File: src/rtl/load_store_unit.sv
// Data-memory access stage: one load/store at a time, byte-lane steering for stores,
// LSB-aligned zero-filled load data for ExtendResult, misaligned requests rejected locally.
module load_store_unit #(
  parameter int REG_BITS = 32
) (
  input  logic                  Clk,
  input  logic                  RstN,
  input  logic                  ReqValid,
  output logic                  ReqReady,
  input  logic                  ReqWrite,
  input  logic [REG_BITS-1:0]   ReqAddr,
  input  logic [REG_BITS-1:0]   ReqWData,
  input  logic [1:0]            ReqSize,
  output logic                  MemReq,
  input  logic                  MemGnt,
  output logic [REG_BITS-1:0]   MemAddr,
  output logic                  MemWe,
  output logic [REG_BITS/8-1:0] MemBe,
  output logic [REG_BITS-1:0]   MemWData,
  input  logic                  MemRValid,
  input  logic [REG_BITS-1:0]   MemRData,
  output logic                  RespValid,
  output logic [REG_BITS-1:0]   RespData,
  output logic                  Misaligned,
  output logic                  Busy
);

  localparam int BE_W = REG_BITS / 8;

  typedef enum logic [1:0] {IDLE, ISSUE, WAIT_R, RESP} state_t;

  state_t              state_q, state_d;
  logic                write_q, write_d;
  logic [1:0]          off_q, off_d;
  logic [1:0]          size_q, size_d;
  logic                mis_q, mis_d;
  logic [REG_BITS-1:0] addr_q, addr_d;
  logic [REG_BITS-1:0] wdata_q, wdata_d;
  logic [BE_W-1:0]     be_q, be_d;
  logic [REG_BITS-1:0] rdata_q, rdata_d;

  logic                req_mis;
  logic [BE_W-1:0]     req_be;
  logic [REG_BITS-1:0] req_lanes;
  logic [REG_BITS-1:0] rd_shifted;
  logic [REG_BITS-1:0] rd_mask;

  // Request decode: alignment check, byte enables and lane replication.
  always_comb begin
    req_mis   = 1'b0;
    req_be    = '0;
    req_lanes = '0;
    case (ReqSize)
      2'b00: begin
        req_be    = 4'b0001 << ReqAddr[1:0];
        req_lanes = {4{ReqWData[7:0]}};
      end
      2'b01: begin
        req_mis   = ReqAddr[0];
        req_be    = 4'b0011 << ReqAddr[1:0];
        req_lanes = {2{ReqWData[15:0]}};
      end
      2'b10: begin
        req_mis   = |ReqAddr[1:0];
        req_be    = 4'b1111;
        req_lanes = ReqWData;
      end
      default: req_mis = 1'b1;
    endcase
  end

  // Load data is brought down to bit 0 and zero-filled; sign extension happens downstream.
  always_comb begin
    rd_shifted = MemRData >> {off_q, 3'b000};
    case (size_q)
      2'b00:   rd_mask = 32'h0000_00FF;
      2'b01:   rd_mask = 32'h0000_FFFF;
      default: rd_mask = 32'hFFFF_FFFF;
    endcase
  end

  always_comb begin
    state_d = state_q;
    write_d = write_q;
    off_d   = off_q;
    size_d  = size_q;
    mis_d   = mis_q;
    addr_d  = addr_q;
    wdata_d = wdata_q;
    be_d    = be_q;
    rdata_d = rdata_q;
    case (state_q)
      IDLE: begin
        if (ReqValid) begin
          write_d = ReqWrite;
          off_d   = ReqAddr[1:0];
          size_d  = ReqSize;
          mis_d   = req_mis;
          addr_d  = {ReqAddr[REG_BITS-1:2], 2'b00};
          be_d    = (ReqWrite && !req_mis) ? req_be : '0;
          wdata_d = (ReqWrite && !req_mis) ? req_lanes : '0;
          rdata_d = '0;
          state_d = req_mis ? RESP : ISSUE;
        end
      end
      ISSUE: begin
        if (MemGnt) state_d = write_q ? RESP : WAIT_R;
      end
      WAIT_R: begin
        if (MemRValid) begin
          rdata_d = rd_shifted & rd_mask;
          state_d = RESP;
        end
      end
      RESP:    state_d = IDLE;
      default: state_d = IDLE;
    endcase
  end

  always_ff @(posedge Clk or negedge RstN) begin
    if (!RstN) begin
      state_q <= IDLE;
      write_q <= 1'b0;
      off_q   <= '0;
      size_q  <= '0;
      mis_q   <= 1'b0;
      addr_q  <= '0;
      wdata_q <= '0;
      be_q    <= '0;
      rdata_q <= '0;
    end else begin
      state_q <= state_d;
      write_q <= write_d;
      off_q   <= off_d;
      size_q  <= size_d;
      mis_q   <= mis_d;
      addr_q  <= addr_d;
      wdata_q <= wdata_d;
      be_q    <= be_d;
      rdata_q <= rdata_d;
    end
  end

  assign ReqReady   = (state_q == IDLE);
  assign MemReq     = (state_q == ISSUE);
  assign MemAddr    = addr_q;
  assign MemWe      = write_q & (state_q == ISSUE);
  assign MemBe      = be_q & {BE_W{state_q == ISSUE}};
  assign MemWData   = wdata_q;
  assign RespValid  = (state_q == RESP);
  assign RespData   = rdata_q;
  assign Misaligned = mis_q & (state_q == RESP);
  assign Busy       = (state_q != IDLE);

endmodule

File: config.mk
export PLATFORM = sky130hd
export DESIGN_NAME = load_store_unit
export DESIGN_NICKNAME = d
export VERILOG_FILES = /design/src/rtl/load_store_unit.sv
export SDC_FILE = /design/constraint.sdc
export NUM_CORES = 1
export LEC_CHECK = 0
export CORE_MARGIN = 4
export CORE_UTILIZATION = 47
export CTS_CLUSTER_DIAMETER = 30
export DETAILED_ROUTE_END_ITERATION = 10
export PLACE_DENSITY = 0.95
export SLEW_MARGIN = 20
export SYNTH_ARGS = -nofsm -noshare
export SYNTH_HDL_FRONTEND = slang
export SYNTH_SLANG_ARGS = --single-unit
File: constraint.sdc
create_clock -name Clk -period 3 [get_ports Clk]
set_clock_uncertainty 0.05 [all_clocks]
set_input_delay 0.75 -clock Clk [delete_from_list [all_inputs] [get_ports Clk]]
set_output_delay 0.75 -clock Clk [all_outputs]
set_load 0.05 [all_outputs]
# After elaboration in Yosys (flattened, before gate mapping)
# Index checks and enable logic that the tools add are counted.
# word_totals
register_bits	106
inputBits	104
output_inout_bits	106
elab_cells	51
# classes
eq_ne	9
shift	3
n_mux	15
bitwise	4
reduce_logical	11
# ops
operator	n
$pmux 32 s2	2
$mux 32	3
$pmux 32 s3	1
$and 32x32->32	1
$shr 32x5->32	1
$pmux 4 s3	1
$mux 2	4
$pmux 2 s4	1
$eq 2x1->1 const B	3
$eq 2x2->1 const B	3
$logic_not 2->1	3
$reduce_and 3->1	2
$and 4x4->4	1
$mux 4	1
$ne 2x2->1 const B	2
$reduce_bool 2->1	2
$shl 1x2->4 const A	1
$shl 2x2->4 const A	1
$pmux 1 s3	1
$and 1x1->1	2
$ne 2x1->1 const B	1
$reduce_and 2->1	1
$reduce_or 2->1	1
$logic_and 1x1->1	1
2 further kinds	2

# Depth between registers and ports, before layout
# Gate-level depths: netlist of the first run.
# depth
ltp_word	5
mapped_depth	7
depth_no_buf	5

# Worst setup path before layout of the first run
# Ideal clock, no wire load.
# synth_timing
path_type	flip-flop to output port
startpoint	register state_q[1]
endpoint	output port MemWe
t_arrival_ns	1.541
required_time_ns	2.200
slack_ns	0.659
path_stages_with_launch	4
path_buffers	0
path_cell_list	dfrtp_1 -> inv_1 -> ha_1 -> and2_1
# synth_via
elab_chain_len	2
# synth_rtl
item	line_no	text
start, declared	32	state_t state_q, state_d;
start signal, assigned	132	state_q <= state_d;
$eq 2x1->1	-	
named net MemReq	14	output logic MemReq,
$and 1x1->1	147	assign MemWe = write_q & (state_q == ISSUE);
end, declared	17	output logic MemWe,
# The timed path passes the listed nets, and every way through them passes these cells.

# Final worst setup path of the first run
# layout_timing
startpoint	register state_q[0]
endpoint	output port ReqReady
# layout_via
elab_chain_len	1
# layout_rtl
item	line_no	text
$logic_not 2->1	144	assign ReqReady = (state_q == IDLE);
end, declared	9	output logic ReqReady,
# Every way passes these cells.

==> results of run 1 <==
==> sequential cells by signal, indices dropped and copies added, names as in the netlist <==
| signal | count |
|---|---|
| state_q | 2 |
| be_q | 4 |
| write_q | 1 |
| mis_q | 1 |
| MemWData | 32 |
| RespData | 32 |
| MemAddr | 30 |
| off_q | 2 |
| size_q | 2 |
==> metrics by stage <==
| stage | utilization (%) | hold slack, ns | total power, uW | cell area [um2] |
|---|---|---|---|---|
| 2_1_floorplan | - | 0.385 | 5350 | 5050 |
| 3_3_place_gp | 69.6 | 0.409 | 6820 | 7220 |
| 3_5_place_dp | 69.6 | 0.417 | 6970 | 7220 |
| 4_1_cts | 71.8 | 0.435 | 7950 | 7440 |
| 5_1_grt | 72.0 | 0.452 | 8320 | 7460 |
| 6_report | 72.0 | 0.414 | 7910 | 7460 |
==> synthesized netlist by cell type, types with 2 or more instances <==
library cell	number	area [um2]
nand2_1	157	589
dfrtp_1	106	2650
mux2i_1	32	320
clkbuf_1	23	86.3
nor2b_1	21	131
o31ai_1	20	150
o21ai_1	17	85.1
a22o_1	16	140
nor2_1	13	48.8
a21oi_1	12	60.1
buf_2	9	45.0
a211o_1	8	70.1
a2bb2oi_1	8	70.1
a32o_1	8	80.1
and2_1	7	43.8
o2bb2ai_1	7	61.3
inv_1	6	22.5
mux2_4	6	90.1
ha_1	5	62.6
buf_4	3	22.5
mux2_1	3	33.8
o21ai_0	3	15.0
o41ai_1	2	17.5
or3_1	2	12.5
==> timing repair <==
action                     CTS  global route
hold buffers                 0             0
setup endpoints to repair    0             5
resized for setup            0             5
==> worst max-delay path, stage by stage, from the launching register on <==
cell and delay, ns:
dfrtp_1 0.41, inv_1 0.15, ha_1 0.33, clkdlybuf4s50_1 0.87
==> routing by layer <==
layer | share of wire [%] | global-route usage [%] | up-vias
met2 | 50 | 43.9 | 259
met4 | 2.0 | 7.95 | 0
li1 | - | - | 2130
met1 | 37 | 29.7 | 2292
met3 | 10 | 8.32 | 26
met5 | 0 | 0 | -
==> worst max-delay path by stage <==
stage	start	slack, ns	end	cells past startpoint
2_1_floorplan	state_q[1]	0.66	MemWe	3
3_3_place_gp	ReqAddr[0]	0.32	MemWData[0]	4
3_5_place_dp	ReqAddr[0]	0.14	MemWData[1]	4
4_1_cts	state_q[1]	0.02	MemWe	4
5_1_grt	state_q[0]	0.01	ReqReady	3
6_report	state_q[0]	0.09	ReqReady	3
==> power by group through the flow <==
stage	Sequential, uW	Combinational (uW)	Clock, uW
global route	2430	4830	1060
floorplan	3830	1520	0
CTS	2350	4600	991
finish	2360	4580	968
global placement	2340	4480	0
detailed placement	2380	4600	0
==> layout make-up <==
class / count / area [um2] / area share, %
sequential: 106 / 2650 / 35.6
multi-input combinational: 362 / 2210 / 29.6
timing repair buffer: 219 / 2180 / 29.3
tap: 136 / 170 / 2.28
clock buffer: 12 / 145 / 1.94
clock inverter: 4 / 75.1 / 1.01
inverter: 6 / 22.5 / 0.302
==> cell families after synthesis <==
group	count (synthesis)	synth area share, %
buffers and inverters	43	3.80
other	1	0.0744
adders and majority gates	5	1.24
muxes	41	8.81
AOI/OAI and AO/OA	105	15.5
and+or+nand+nor	209	17.9
DFF	106	52.6
==> summary.md, run 1 <==
| Metric | Value |
|---|---|
| Status | finished, final reports clean |
| Crit. End Element | output pin |
| NetSw | 3890 uW |
| Leakage power | 0.00342 uW |
| Setup violations, final | 0 |
| Placer Congestion | 0.892 |
| FF-to-FF End | RespData[9] |
| Post-layout nets | 813 |
| # diodes | 0 |
| Via count | 4707 |
| Most common cell after layout, fill and taps aside | clkdlybuf4s50_1 |
| Synth async-reset ratio | 100% |
| Fmax | 343 MHz |
| R2r startpoint | state_q[0] |
| Post-synth EDFFs | 0 |
| Peak VDD IR | 0.645 mV |
| Clock share of power | 12.2% |
| Dpl cells | 829 |
| RSZ-0062 raised after global routing | false |
| Cell internal pwr | 4020 uW |
| Setup TNS | 0 ns |
| GRT Resource Usage Total | 25.3% |
| Crit path kind | flip-flop to output pin |
| Die Width | 112 um |
| Initial antenna violation count | 0 |
| R2R cell count | 5 |
| CTS Buffer Depth | 2 |
| Reg power frac | 29.8% |
| Top_reg_cell synth | dfrtp_1 |
| Synth-to-layout area growth | 48.0% |
| Most frequent cells in the layout | 201 x clkdlybuf4s50_1, 156 x nand2_1, 105 x dfrtp_1 |
| Root buf cell | clkbuf_8 |
| Max H-tree Level | 3 |
| Clock-pin slew on the worst setup and hold paths | 0.10 ns |
| Final worst path period share | 97.1% |
| Synthesized cell area | 5040 um2 |
| Post-CTS Setup Bufs | 0 |
| Vias in the first global route | 4936 |
| Placement Rows | 37 |
| Max-slew violation count | 0 |
| Synth Register Bits | 106 |
| Final hold vios | 0 |
| Drt first pass iters | 5 |
| Initial core utilization | 48.6% |
| Switching share of power | 49.2% |
| DRC Markers | 0 |
| WL per Instance | 18.7 um |
| HP Class | primary input to async pin |
| CP required | 2.20 ns |
| 1st-iter DRT viols | 330 |
| Synth warn | 0 |
| Max Cap Viol | 0 |
| Synth cell types | 40 |
| Crit-path max FO | 6 |
| CTS tree | done |
| Post-route ant nets | 0 |
| Core area | 10400 um2 |
| Post-detail-place hpwl | 12000 um |
| GRT overflow | 0 |
| Filler instances | 764 |
| PwrDens | 1060 nW/um2 |
| Die area | 12400 um2 |
| IO Pins | 210 |
| Fraction of layout cells with a size suffix above 1 | 5.78% |
| Worst-Margin Slew | 1.07 ns |
| Gate power share | 57.9% |
| Place WS | 0.136 ns |
| Rel. slew slack | 28.1% |
| Clk Latency, worst-skew pair | 0.35 ns |
| Non-Filler Instances | 845 |
| Critical Path AT | 2.11 ns |
| Cells after Synth | 510 |
| R2R Setup Slk | 0.76 ns |
| Via/cell ratio | 5.57 |
| CP Launch Type | flip-flop |
| Routed WL | 15800 um |
| Crit path time final | 2.91 ns |
| IO buf count | 207 |
| TritonCTS Buffers | 9 |
| Post-Syn Area per Cell | 9.89 um2 |
| Register area share after synthesis | 52.6% |
| Maximum number of pins on one net before global-route repair | 61 |
| Sink Count | 106 |
| Die Y | 112 um |
| First-pass GRT wire length | 25500 um |
| Final worst slack | 0.0869 ns |
No activity file was read; power rests on OpenSTA's default activity.
==> inputs of run 2 (changes only) <==
ABC_AREA = 1   (was unset)
==> summary.md, run 2 <==
| Metric | Value |
|---|---|
| Synth-to-layout area growth | 45.9% |
| Cells after Synth | 723 |
| TritonCTS Buffers | 9 |
| Vias in the first global route | 5328 |
| Most common cell after layout, fill and taps aside | nand2_1 |
| R2R cell count | 8 |
| Non-Filler Instances | 1063 |
| Register area share after synthesis | 49.9% |
| Critical Path AT | 2.11 ns |
| Crit path kind | flip-flop to output pin |
| Fmax | 343 MHz |
| Setup TNS | 0 ns |
| Post-detail-place hpwl | 12200 um |
| R2r startpoint | state_q[0] |
| CP Depth | 5 |
| CTS tree | done |
| Synthesized cell area | 5320 um2 |
| Clk Latency, worst-skew pair | 0.33 ns |
| CP Launch Type | flip-flop |
| Post-route ant nets | 0 |
| IO Pins | 210 |
| 1st-iter DRT viols | 497 |
| Clock-pin slew on the worst setup and hold paths | 0.08 ns |
| Crit path largest cell delay | 0.79 ns |
| Filler instances | 861 |
| PwrDens | 1060 nW/um2 |
| Crit-path max FO | 7 |
| Crit path buf inv count | 3 |
| Yosys top cell area share | 49.9% |
| R2R Setup Slk | 1.02 ns |
| Die Width | 114 um |
| WL per Instance | 15.4 um |
| Top_reg_cell synth | dfrtp_1 |
| Placer Congestion | 0.881 |
| HP Class | primary input to async pin |
| Status | finished, final reports clean |
| IO buf count | 207 |
| DRC Markers | 0 |
| CTS Buffer Depth | 2 |
| FF-to-FF End | MemWData[4] |
| Root buf cell | clkbuf_16 |
| Fraction of layout cells with a size suffix above 1 | 6.72% |
| Synth async-reset ratio | 100% |
| First-pass GRT wire length | 25900 um |
| Critical path's slowest cell | clkdlybuf4s50_1 |
| Setup violations, final | 0 |
| Synth warn | 0 |
| GRT Resource Usage Total | 24.9% |
| Post-route cell area | 7760 um2 |
| # diodes | 0 |
| Initial antenna violation count | 0 |
| Worst-Margin Slew | 0.562 ns |
| Leakage power | 0.00412 uW |
| Post-CTS Setup Bufs | 0 |
| Peak VDD IR | 0.722 mV |
| Largest area contributor in the netlist | dfrtp_1 |
| Maximum number of pins on one net before global-route repair | 78 |
| Via/cell ratio | 5.04 |
| Placed Instance Area | 7440 um2 |
| Synth Register Bits | 106 |
| Util after Layout | 71.0% |
| Max Cap Viol | 0 |
| Post-synth EDFFs | 0 |
| Crit path time final | 2.91 ns |
| Max-slew violation count | 0 |
| RSZ-0062 raised after global routing | false |
| Final hold vios | 0 |
| Drt first pass iters | 5 |
| Sink Count | 106 |
| Synth cell types | 26 |
| Critical Path, Cell by Cell | inv_1 -> ha_1 -> nand2_1 -> inv_1 -> clkdlybuf4s50_1 |
| Core area | 10900 um2 |
| Most frequent cells in the layout | 393 x nand2_1, 202 x clkdlybuf4s50_1, 106 x dfrtp_1 |
| Delay-heaviest family, CP | buffers and inverters |
| Synth cell count leaders | 393 x nand2_1, 106 x dfrtp_1, 48 x nand3_1 |
| Placement Rows | 38 |
| Crit. End Element | output pin |
| Final worst path period share | 97.1% |
| Post-layout nets | 1027 |
| Routed WL | 16400 um |
| Die Y | 114 um |
| Post-Syn Area per Cell | 7.36 um2 |
| Die area | 13100 um2 |
| GRT overflow | 0 |
| CP required | 2.20 ns |
| Main area contributors after synthesis | dfrtp_1 50%, nand2_1 28%, nand3_1 4.5%, inv_1 3.0%, nand2_2 2.6% |
| Dpl cells | 1047 |
| Critical path's most frequent cell | inv_1 |
| Fin Hold WS | 0.285 ns |
| Via count | 5353 |
| Initial core utilization | 48.6% |
| Max H-tree Level | 3 |
| Most frequent cell after synthesis | nand2_1 |
| Rel. slew slack | 62.5% |
-- run 2: changes by cell type after synthesis, sizes merged, moves of 16 or more --
cell    change
o31ai      -20
nor2       +22
nand2     +258
inv        +39
nor2b      -22
mux2i      -32
a22o       -16
clkbuf     -16
nand3      +49
-- run 2: final cells by class --
type                            count  area, um2  area share [%]
Sequential cell                   106       2650            34.2
Multi-Input combinational cell    538       2290            29.5
Inverter                           46        173            2.22
Tap cell                          140        175            2.26
Timing Repair Buffer              217       2160            27.9
Clock inverter                      7       87.6            1.13
Clock buffer                        9        225            2.90
-- run 2: metrics by stage --
stage,worst slack (ns),power (uW)
floorplan,0.710,5390
global placement,0.475,6940
detailed placement,0.400,7020
CTS,0.0308,8270
global route,0.00150,8680
finish,0.0864,8220
-- run 2: worst max path at each step --
stage,start,end,slack (ns)
floorplan,state_q[1],MemWe,0.71
global placement,state_q[1],MemBe[0],0.47
detailed placement,state_q[1],MemBe[2],0.40
CTS,state_q[1],MemBe[2],0.03
global route,state_q[1],MemBe[0],0.002
finish,state_q[1],MemBe[0],0.09
-- run 2: repair_timing --
item                       CTS  global route
hold endpoints to repair     0             0
setup endpoints to repair    0             3
hold buffers                 0             0
gates resized for setup      0             3
-- run 2: routing by layer --
layer	up-vias	wire (um)	global-route usage (%)
met1	2473	6420	30.9
met2	268	7990	41.7
met4	0	329	7.44
met5	-	0	0
li1	2588	-	-
met3	24	1660	7.88
-- run 2: logic make-up (layout without fill, tap and decap cells) --
group,after synthesis,count (layout),share of synthesized area [%]
AOI/OAI and AO/OA,30,30,3.13
other,1,2,0.0705
adders and majority gates,5,5,1.18
buffers and inverters,80,279,7.22
DFF,106,106,49.9
and+or+nand+nor,501,501,38.5
-- run 2: where the power goes --
part           total, uW  switching [uW]  internal [uW]
Sequential          2290             333           1960
Combinational       4700            3250           1460
Clock               1230             562            666
==> inputs of run 3 (changes only) <==
RECOVER_POWER = 100   (was unset)
==> summary.md, run 3 (synthesis results as in run 2) <==
| Metric | Value |
|---|---|
| Placer Congestion | 0.881 |
| Max-slew violation count | 30 |
| Non-Filler Instances | 1064 |
| 1st-iter DRT viols | 469 |
| First-pass GRT wire length | 25900 um |
| Setup violations, final | 0 |
| Leakage power | 0.00427 uW |
| Most common cell after layout, fill and taps aside | nand2_1 |
| Sink Count | 106 |
| HP Class | flip-flop to flip-flop |
| Delay-heaviest family, CP | buffers and inverters |
| Peak VDD IR | 0.687 mV |
| CP required | 2.20 ns |
| GRT overflow | 0 |
| Final worst path period share | 97.1% |
| Post-layout nets | 1027 |
| Setup TNS | 0 ns |
| Min-Delay Endpoint | RespData[1] |
| FF-to-FF End | MemAddr[3] |
| Dpl cells | 1047 |
| TritonCTS Buffers | 9 |
| CTS Buffer Depth | 2 |
| CTS tree | done |
| Routed WL | 16300 um |
| RSZ-0062 raised after global routing | false |
| R2R Setup Slk | 0.49 ns |
| Max Cap Viol | 1 |
| Maximum number of pins on one net before global-route repair | 78 |
| Fin Hold WS | 0.421 ns |
| Initial core utilization | 48.6% |
| Crit path time final | 2.91 ns |
| CP Launch Type | flip-flop |
| Max H-tree Level | 3 |
| Post-detail-place hpwl | 12200 um |
| Most frequent cells in the layout | 400 x nand2_1, 106 x dfrtp_1, 103 x clkdlybuf4s50_1 |
| IO buf count | 207 |
| Crit-path max FO | 7 |
| Via/cell ratio | 5.02 |
| Post-CTS Setup Bufs | 0 |
| Fmax | 343 MHz |
| Critical path's most frequent cell | inv_1 |
| Core area | 10900 um2 |
| Final hold vios | 0 |
| Die Width | 114 um |
| Die Y | 114 um |
| Synth-to-layout area growth | 44.5% |
| Worst Hold Depth | 2 |
| Critical Path AT | 2.11 ns |
| Failing checks | capacitance limit, slew limit |
| Worst-Margin Slew | 1.66 ns |
| Via count | 5341 |
| R2r startpoint | state_q[0] |
| GRT Resource Usage Total | 24.9% |
| WL per Instance | 15.3 um |
| Initial antenna violation count | 1 |
| PwrDens | 1040 nW/um2 |
| Crit. End Element | output pin |
| Rel. slew slack | -10.9% |
| Placement Rows | 38 |
| Fraction of layout cells with a size suffix above 1 | 5.42% |
| Crit path largest cell delay | 0.79 ns |
| Status | finished with violations |
| Clock-pin slew on the worst setup and hold paths | 0.07 ns |
| Vias in the first global route | 5328 |
| Util after Layout | 70.3% |
| DRC Markers | 0 |
| Hold path start | RespData[1] |
| Drt first pass iters | 5 |
| Crit path kind | flip-flop to output pin |
| IO Pins | 210 |
| Critical Path, Cell by Cell | inv_1 -> ha_1 -> nand2_1 -> inv_1 -> clkdlybuf4s50_1 |
| R2R cell count | 8 |
| Clk Latency, worst-skew pair | 0.33 ns |
| Post-route ant nets | 0 |
| Critical path's slowest cell | clkdlybuf4s50_1 |
| Crit path buf inv count | 3 |
| Root buf cell | clkbuf_16 |
| Die area | 13100 um2 |
[run 3: changes by cell type in the layout (fill, tap and decap cells not counted), sizes merged]
cell,delta
buf,-3
dlymetal6s2s,-3
clkbuf,+6
dlygate4sd3,+99
diode,+1
clkdlybuf4s50,-99
[run 3: worst max-delay path by stage]
| stage | end | cells after the start | from | slack (ns) |
|---|---|---|---|---|
| 2_1_floorplan | MemWe | 4 | state_q[1] | 0.71 |
| 3_3_place_gp | MemBe[0] | 5 | state_q[1] | 0.47 |
| 3_5_place_dp | MemBe[2] | 5 | state_q[1] | 0.40 |
| 4_1_cts | MemBe[2] | 5 | state_q[1] | 0.03 |
| 5_1_grt | MemBe[0] | 5 | state_q[1] | 0.002 |
| 6_report | MemBe[0] | 5 | state_q[1] | 0.09 |
[run 3: cell type report]
cell class              count  area [um2]
well taps                 140         175
inverters                  46         173
clock buffers               9         225
multi-input cells         538        2250
fillers                   878        3250
clock inverters             7        87.6
diodes                      1        2.50
repair buffers            217        2120
flip-flops and latches    106        2650
[run 3: what timing repair did]
item,4_1_cts,5_1_grt
resized for setup,0,3
setup endpoints to repair,0,3
hold buffers,0,0
[run 3: stage by stage]
step	total power [uW]	cell area (um2)	setup slack, ns
2_1_floorplan	5390	5320	0.710
3_3_place_gp	6940	7440	0.475
3_5_place_dp	7020	7440	0.400
4_1_cts	8270	7750	0.0308
5_1_grt	8460	7690	0.00150
6_report	8000	7690	0.0880
[run 3: power by group]
group	total (uW)	leakage, uW	internal (uW)	switching [uW]
Clock	1230	0.000151	666	561
Combinational	4500	0.00272	1270	3240
Sequential	2270	0.00140	1960	310
[run 3: worst register-to-register path, stage by stage, from the launching register on]
cell,delay (ns)
dfrtp_1,0.40
inv_1,0.11
ha_1,0.29
nand2_1,0.14
clkbuf_1,0.67
inv_1,0.20
buf_2,0.35
nand2_1,0.14
nand2_1,0.06
[run 3: layer usage]
| layer | track usage [%] | wire length [um] |
|---|---|---|
| met1 | 30.9 | 6400 |
| met2 | 41.7 | 8000 |
| met3 | 7.88 | 1580 |
| met4 | 7.44 | 342 |
| met5 | 0 | 0 |
